### src/rtl/decoder3to8_hold.sv
// decoder3to8_hold
// Registered 3-to-8 one-hot decoder with a valid/ready input and a timed
// output pulse. It is the companion to the 8-to-3 one-hot encoder. Each
// accepted code drives one output line high for HOLD_CYCLES cycles. A
// one-entry pending buffer lets back-to-back codes appear on out with no
// idle cycle between them.
//
// Optional build macro: DEC_GAP_EN. When it is defined, a single all-zero
// GAP cycle follows every hold, so consecutive codes break before they make.
//
// Parameters:
//   HOLD_CYCLES  cycles each decoded line stays high (1..2^CNT_W)
//   CNT_W        width of the hold down-counter
//
// Ports:
//   clk         rising-edge clock
//   rst         asynchronous, active-high reset
//   in_valid    in_code is valid this cycle
//   in_ready    block can accept a code this cycle
//   in_code     binary code to decode (0..7)
//   clear       synchronous abort; drops the active and pending codes
//   out         decoded one-hot output, or all zeros
//   out_active  high while out is non-zero
//   done        one-cycle pulse on the last cycle of each hold

module decoder3to8_hold #(
  parameter int HOLD_CYCLES = 4,
  parameter int CNT_W       = 8
) (
  input  logic       clk,
  input  logic       rst,
  input  logic       in_valid,
  output logic       in_ready,
  input  logic [2:0] in_code,
  input  logic       clear,
  output logic [7:0] out,
  output logic       out_active,
  output logic       done
);

  // The counter holds the number of hold cycles left after the current one,
  // so it is loaded with HOLD_CYCLES-1 and the last cycle is cnt==0.
  localparam logic [CNT_W-1:0] RELOAD = CNT_W'(HOLD_CYCLES - 1);

`ifdef DEC_GAP_EN
  typedef enum logic [1:0] {IDLE, HOLD, GAP} state_t;
`else
  typedef enum logic {IDLE, HOLD} state_t;
`endif

  state_t           state, state_n;
  logic [7:0]       out_n;
  logic             out_active_n;
  logic [CNT_W-1:0] cnt, cnt_n;
  logic             pend_valid, pend_valid_n;
  logic [2:0]       pend_code, pend_code_n;
  logic             accept;
  logic             last;

  function automatic logic [7:0] onehot(input logic [2:0] code);
    return 8'b0000_0001 << code;
  endfunction

  // State register. out and out_active are registered together so that
  // out_active always equals |out without a combinational OR on the output.
  always_ff @(posedge clk or posedge rst) begin
    if (rst) begin
      state      <= IDLE;
      out        <= 8'h00;
      out_active <= 1'b0;
      cnt        <= '0;
      pend_valid <= 1'b0;
      pend_code  <= 3'd0;
    end else begin
      state      <= state_n;
      out        <= out_n;
      out_active <= out_active_n;
      cnt        <= cnt_n;
      pend_valid <= pend_valid_n;
      pend_code  <= pend_code_n;
    end
  end

  // Handshake and done strobe. in_ready looks only at the pending flag and
  // clear, never at in_valid, so an upstream block can wait on it safely.
  // done marks the last hold cycle and is still reported during a clear.
  always_comb begin
    in_ready = !pend_valid && !clear;
    accept   = in_valid && in_ready;
    last     = (state == HOLD) && (cnt == '0);
    done     = last;
  end

  // Next-state logic. clear overrides everything except reset. On the last
  // hold cycle a pending code beats a new input; a new input can only arrive
  // then when the pending buffer is empty, because in_ready is low otherwise.
  always_comb begin
    state_n      = state;
    out_n        = out;
    cnt_n        = cnt;
    pend_valid_n = pend_valid;
    pend_code_n  = pend_code;

    if (clear) begin
      state_n      = IDLE;
      out_n        = 8'h00;
      cnt_n        = '0;
      pend_valid_n = 1'b0;
    end else begin
      case (state)
        IDLE: begin
          if (accept) begin
            state_n = HOLD;
            out_n   = onehot(in_code);
            cnt_n   = RELOAD;
          end
        end

        HOLD: begin
          if (!last) begin
            cnt_n = cnt - CNT_W'(1);
            if (accept) begin
              pend_valid_n = 1'b1;
              pend_code_n  = in_code;
            end
          end else begin
`ifdef DEC_GAP_EN
            // Always break before the next code; a code arriving now waits
            // in the pending buffer for the gap cycle to finish.
            state_n = GAP;
            out_n   = 8'h00;
            if (accept) begin
              pend_valid_n = 1'b1;
              pend_code_n  = in_code;
            end
`else
            if (pend_valid) begin
              out_n        = onehot(pend_code);
              cnt_n        = RELOAD;
              pend_valid_n = 1'b0;
            end else if (accept) begin
              out_n = onehot(in_code);
              cnt_n = RELOAD;
            end else begin
              state_n = IDLE;
              out_n   = 8'h00;
            end
`endif
          end
        end

`ifdef DEC_GAP_EN
        GAP: begin
          if (pend_valid) begin
            state_n      = HOLD;
            out_n        = onehot(pend_code);
            cnt_n        = RELOAD;
            pend_valid_n = 1'b0;
          end else if (accept) begin
            state_n = HOLD;
            out_n   = onehot(in_code);
            cnt_n   = RELOAD;
          end else begin
            state_n = IDLE;
          end
        end
`endif

        default: begin
          state_n = IDLE;
          out_n   = 8'h00;
        end
      endcase
    end

    out_active_n = |out_n;
  end

endmodule

### config.mk
export PLATFORM = sky130hd
export DESIGN_NAME = decoder3to8_hold
export DESIGN_NICKNAME = d
export VERILOG_FILES = /design/src/rtl/decoder3to8_hold.sv
export SDC_FILE = /design/constraint.sdc
export NUM_CORES = 1
export LEC_CHECK = 0
export CAP_MARGIN = 30
export CORE_MARGIN = 3
export CORE_UTILIZATION = 48
export DETAILED_ROUTE_END_ITERATION = 8
export HOLD_SLACK_MARGIN = 0.03
export PLACE_DENSITY = 0.73
export SYNTH_ARGS = -nofsm -noshare
export SYNTH_HDL_FRONTEND = slang
export SYNTH_SLANG_ARGS = --single-unit
export TNS_END_PERCENT = 1
### constraint.sdc
create_clock -name clk -period 2.13 [get_ports clk]
set_input_delay 0.426 -clock clk [delete_from_list [all_inputs] [get_ports clk]]
set_output_delay 0.426 -clock clk [all_outputs]
set_load 0.05 [all_outputs]
==> results.ini <==
[synth]
synth-main-ff-cell=sky130_fd_sc_hd__dfrtp_1
yosys_warnings=0
synth-async-reset-ratio_pct=100
netlist_top_cells_area=sky130_fd_sc_hd__dfrtp_1, sky130_fd_sc_hd__nor2_1, sky130_fd_sc_hd__a21oi_1, sky130_fd_sc_hd__nor3_1, sky130_fd_sc_hd__o21ai_1
synth.top_cell.area_share_pct=41.7
synth.largest_area_cell=sky130_fd_sc_hd__dfrtp_1
post_synth_instance_area_um2=1320
post_synthesis_net_count=163
syn_avg_cell_area_um2=8.58
synthDistinctLibCells=40
register_area_share_after_synthesis_pct=41.7
syn-instance-count=154
synth_register_bits=22
synth-edff-count=0

[run]
cap_viol_max_count=0

[clocking]
clock_transition_at_the_registers_of_the_reported_paths_ns=0.13
cts_tree=yes
cts_sink_count=22
cts.path.max_buffers=2
root_buffer=sky130_fd_sc_hd__clkbuf_4
cts_inserted_buffers=3
ctsHtreeMaxLevel=1
clock_network_latency_to_the_later_pin_of_the_worst_skew_pair_ns=0.31

[routing]
route.detailed.drc=0
post_drt_wl_per_cell_um=15.1
dr.max_layer_used=met4
vias=1345
drt_wl_total_mm=3.52
detail_route.wirelength.met1_mm=1.62
met2_wl_post_dr_mm=1.67
met3WireLength_um=191
detail_route.vias_per_cell=5.77
ant_nets=0
drt_pass_1_iters=4
drt_iter0_drc=86

[layout]
antennaDiodeCount=0
drive_gt1_share_pct=29.6
final_area_um2=1910
finish.net_count=213
flow.area_growth_from_synthesis_pct=44.7

[critical_path]
end_of_the_worst_register_to_register_path=out_active
worst_ep_arrival_time_ns=2.57
r2r_slack_ns=-0.24
critical_path.startpoint_type=flop
crit_path_start=cnt[5]
path_max_fanout=5
worstSetupPathType=reg2reg
crit_path_end_kind=flop
timing.critical_path.to=out_active
timing.reg2reg.worst_path_depth=7
worstReg2RegStart=cnt[5]
timing.critical_path.required_ns=2.33

[global_routing]
antenna_found_initial=0
number_of_global_route_vias_before_repair=1362
grt_pass1_wl_mm=6.15
grt_start_max_net_pins=23
globalRouteOverflowTotal=0
groute.usage.overall_pct=23.2

[floorplanning]
floorplan.die.height_um=58.5
pin_count=18
die_area_um2=3420
start_util_pct=51.9
die_w_um=58.5
coreArea_um2=2540
rows=18

[timing]
period_needed_ns=2.37
rsz_0062_raised_after_global_routing=true
setup_slack_ns=-0.239
timing_hold_violations_final=0
relSlewSlack_pct=66.5
fin_skew_ns=0.00325
worst_pin_slew_ns=0.502
setup_violations=3
drv_slew=0
timing.final.crit_share_pct=111
maximum_achievable_frequency_mhz=422

[power]
power.ir.vdd_worst_uv=579
pwr_density_cell_nw_per_um2=696
total_leakage_power_nw=0.839
totalPowerFinal_mw=1.33

[status]
result_of_the_run=finished, violations left
violations_in_the_final_reports=setup timing

[place]
dp_hpwl_mm=2.69
placement.io_buffers=17
gp_congestion=0.903
placedInstanceArea_um2=1820

[hold_path]
worstHoldPathType=in2async

[cells in the mapped netlist (all sizes together) (3+ instances only)]
| cell type | count |
|---|---|
| a211oi | 3 |
| a21oi | 16 |
| a31oi | 4 |
| clkbuf | 5 |
| dfrtp | 22 |
| inv | 9 |
| mux2 | 3 |
| nand2 | 5 |
| nand3b | 3 |
| nor2 | 25 |
| nor3 | 11 |
| o21ai | 11 |
| or3 | 3 |
[timing repair]
action,4_1_cts,5_1_grt
pin swaps,4,2
gates resized for setup,9,3
hold buffers,0,0
endpoints found under the setup margin,13,11
endpoints found under the hold margin,0,0
setup buffers,1,0
[logic make-up after synthesis]
group / count (synthesis) / share of synthesized area [%]
AND/OR/NAND/NOR: 66 / 27.7
AO/OA/AOI/OAI: 45 / 21.0
flip-flops: 22 / 41.7
buffers and inverters: 16 / 5.21
multiplexers: 3 / 2.56
adder cells (fa/ha/maj): 2 / 1.89
[cell type report]
class | count | area [um2]
Timing Repair Buffer | 52 | 464
Inverter | 9 | 38.8
Fill cell | 181 | 633
Multi-Input combinational cell | 116 | 785
Clock buffer | 4 | 36.3
Tap cell | 30 | 37.5
Sequential cell | 22 | 551
[sequential cells by signal, indices dropped and copies added (netlist names)]
| signal | cells |
|---|---|
| cnt | 8 |
| state | 1 |
| pend_valid | 1 |
| out_active | 1 |
| out | 8 |
| pend_code | 3 |
[per-stage QoR]
| step | hold slack, ns | TNS [ns] | cells | utilization [%] | setup WS, ns |
|---|---|---|---|---|---|
| after floorplan | 0.415 | -0.480 | 154 | - | -0.161 |
| final | 0.423 | -0.460 | 233 | 75.1 | -0.239 |
| after CTS | 0.436 | -0.431 | 233 | 74.7 | -0.236 |
| after detailed placement | 0.561 | -1.56 | 228 | 71.5 | -0.579 |
| after global placement | 0.537 | -1.14 | 228 | 71.5 | -0.522 |
| after global routing | 0.431 | -0.808 | 233 | 75.1 | -0.337 |
[metal layers]
metal	track usage [%]	vias up
met5	0	-
met4	7.62	0
met3	4.61	4
met2	37.6	49
met1	31.0	625
li1	-	667
[cell usage in the layout (no fill, tap or decap), types with 3 or more instances in the layout]
cell                              Yosys  routed
sky130_fd_sc_hd__o21ai_2              0       3
sky130_fd_sc_hd__clkbuf_4             0       3
sky130_fd_sc_hd__or3_1                3       3
sky130_fd_sc_hd__a21oi_1             16      16
sky130_fd_sc_hd__buf_4                0      32
sky130_fd_sc_hd__clkdlybuf4s50_1      0      15
sky130_fd_sc_hd__buf_6                1       3
sky130_fd_sc_hd__nand3b_1             3       3
sky130_fd_sc_hd__nor3_1              10       7
sky130_fd_sc_hd__nor2_1              25      25
sky130_fd_sc_hd__nand2_1              5       4
sky130_fd_sc_hd__inv_1                8       8
sky130_fd_sc_hd__o21ai_1              9       6
sky130_fd_sc_hd__a31oi_1              4       4
sky130_fd_sc_hd__nor3_2               1       3
sky130_fd_sc_hd__a211oi_1             3       3
sky130_fd_sc_hd__dfrtp_1             22      22
[worst max-delay path, stage by stage (launching register included)]
cell and delay (ns):
sky130_fd_sc_hd__dfrtp_1 0.40, sky130_fd_sc_hd__or4_4 0.59, sky130_fd_sc_hd__buf_6 0.15, sky130_fd_sc_hd__nor3_4 0.13, sky130_fd_sc_hd__o21ai_2 0.09, sky130_fd_sc_hd__o41ai_2 0.33, sky130_fd_sc_hd__a31oi_1 0.11, sky130_fd_sc_hd__or4b_1 0.46
[worst min-delay path by stage]
| stage | startpoint | endpoint | cells past startpoint |
|---|---|---|---|
| CTS | rst | out[1] | 3 |
| finish | rst | out[1] | 3 |
| global route | rst | out[4] | 3 |
| global placement | cnt[7] | cnt[7] | 2 |
| detailed placement | cnt[7] | cnt[7] | 2 |
| floorplan | rst | cnt[0] | 1 |
[report_power, final]
group / leakage (nW) / internal (mW) / switching [mW]
sequential: 0.291 / 0.471 / 0.0573
combinational: 0.526 / 0.260 / 0.303
clock: 0.0210 / 0.104 / 0.134
total: 0.839 / 0.835 / 0.495
No activity file was read; power rests on OpenSTA's default activity.
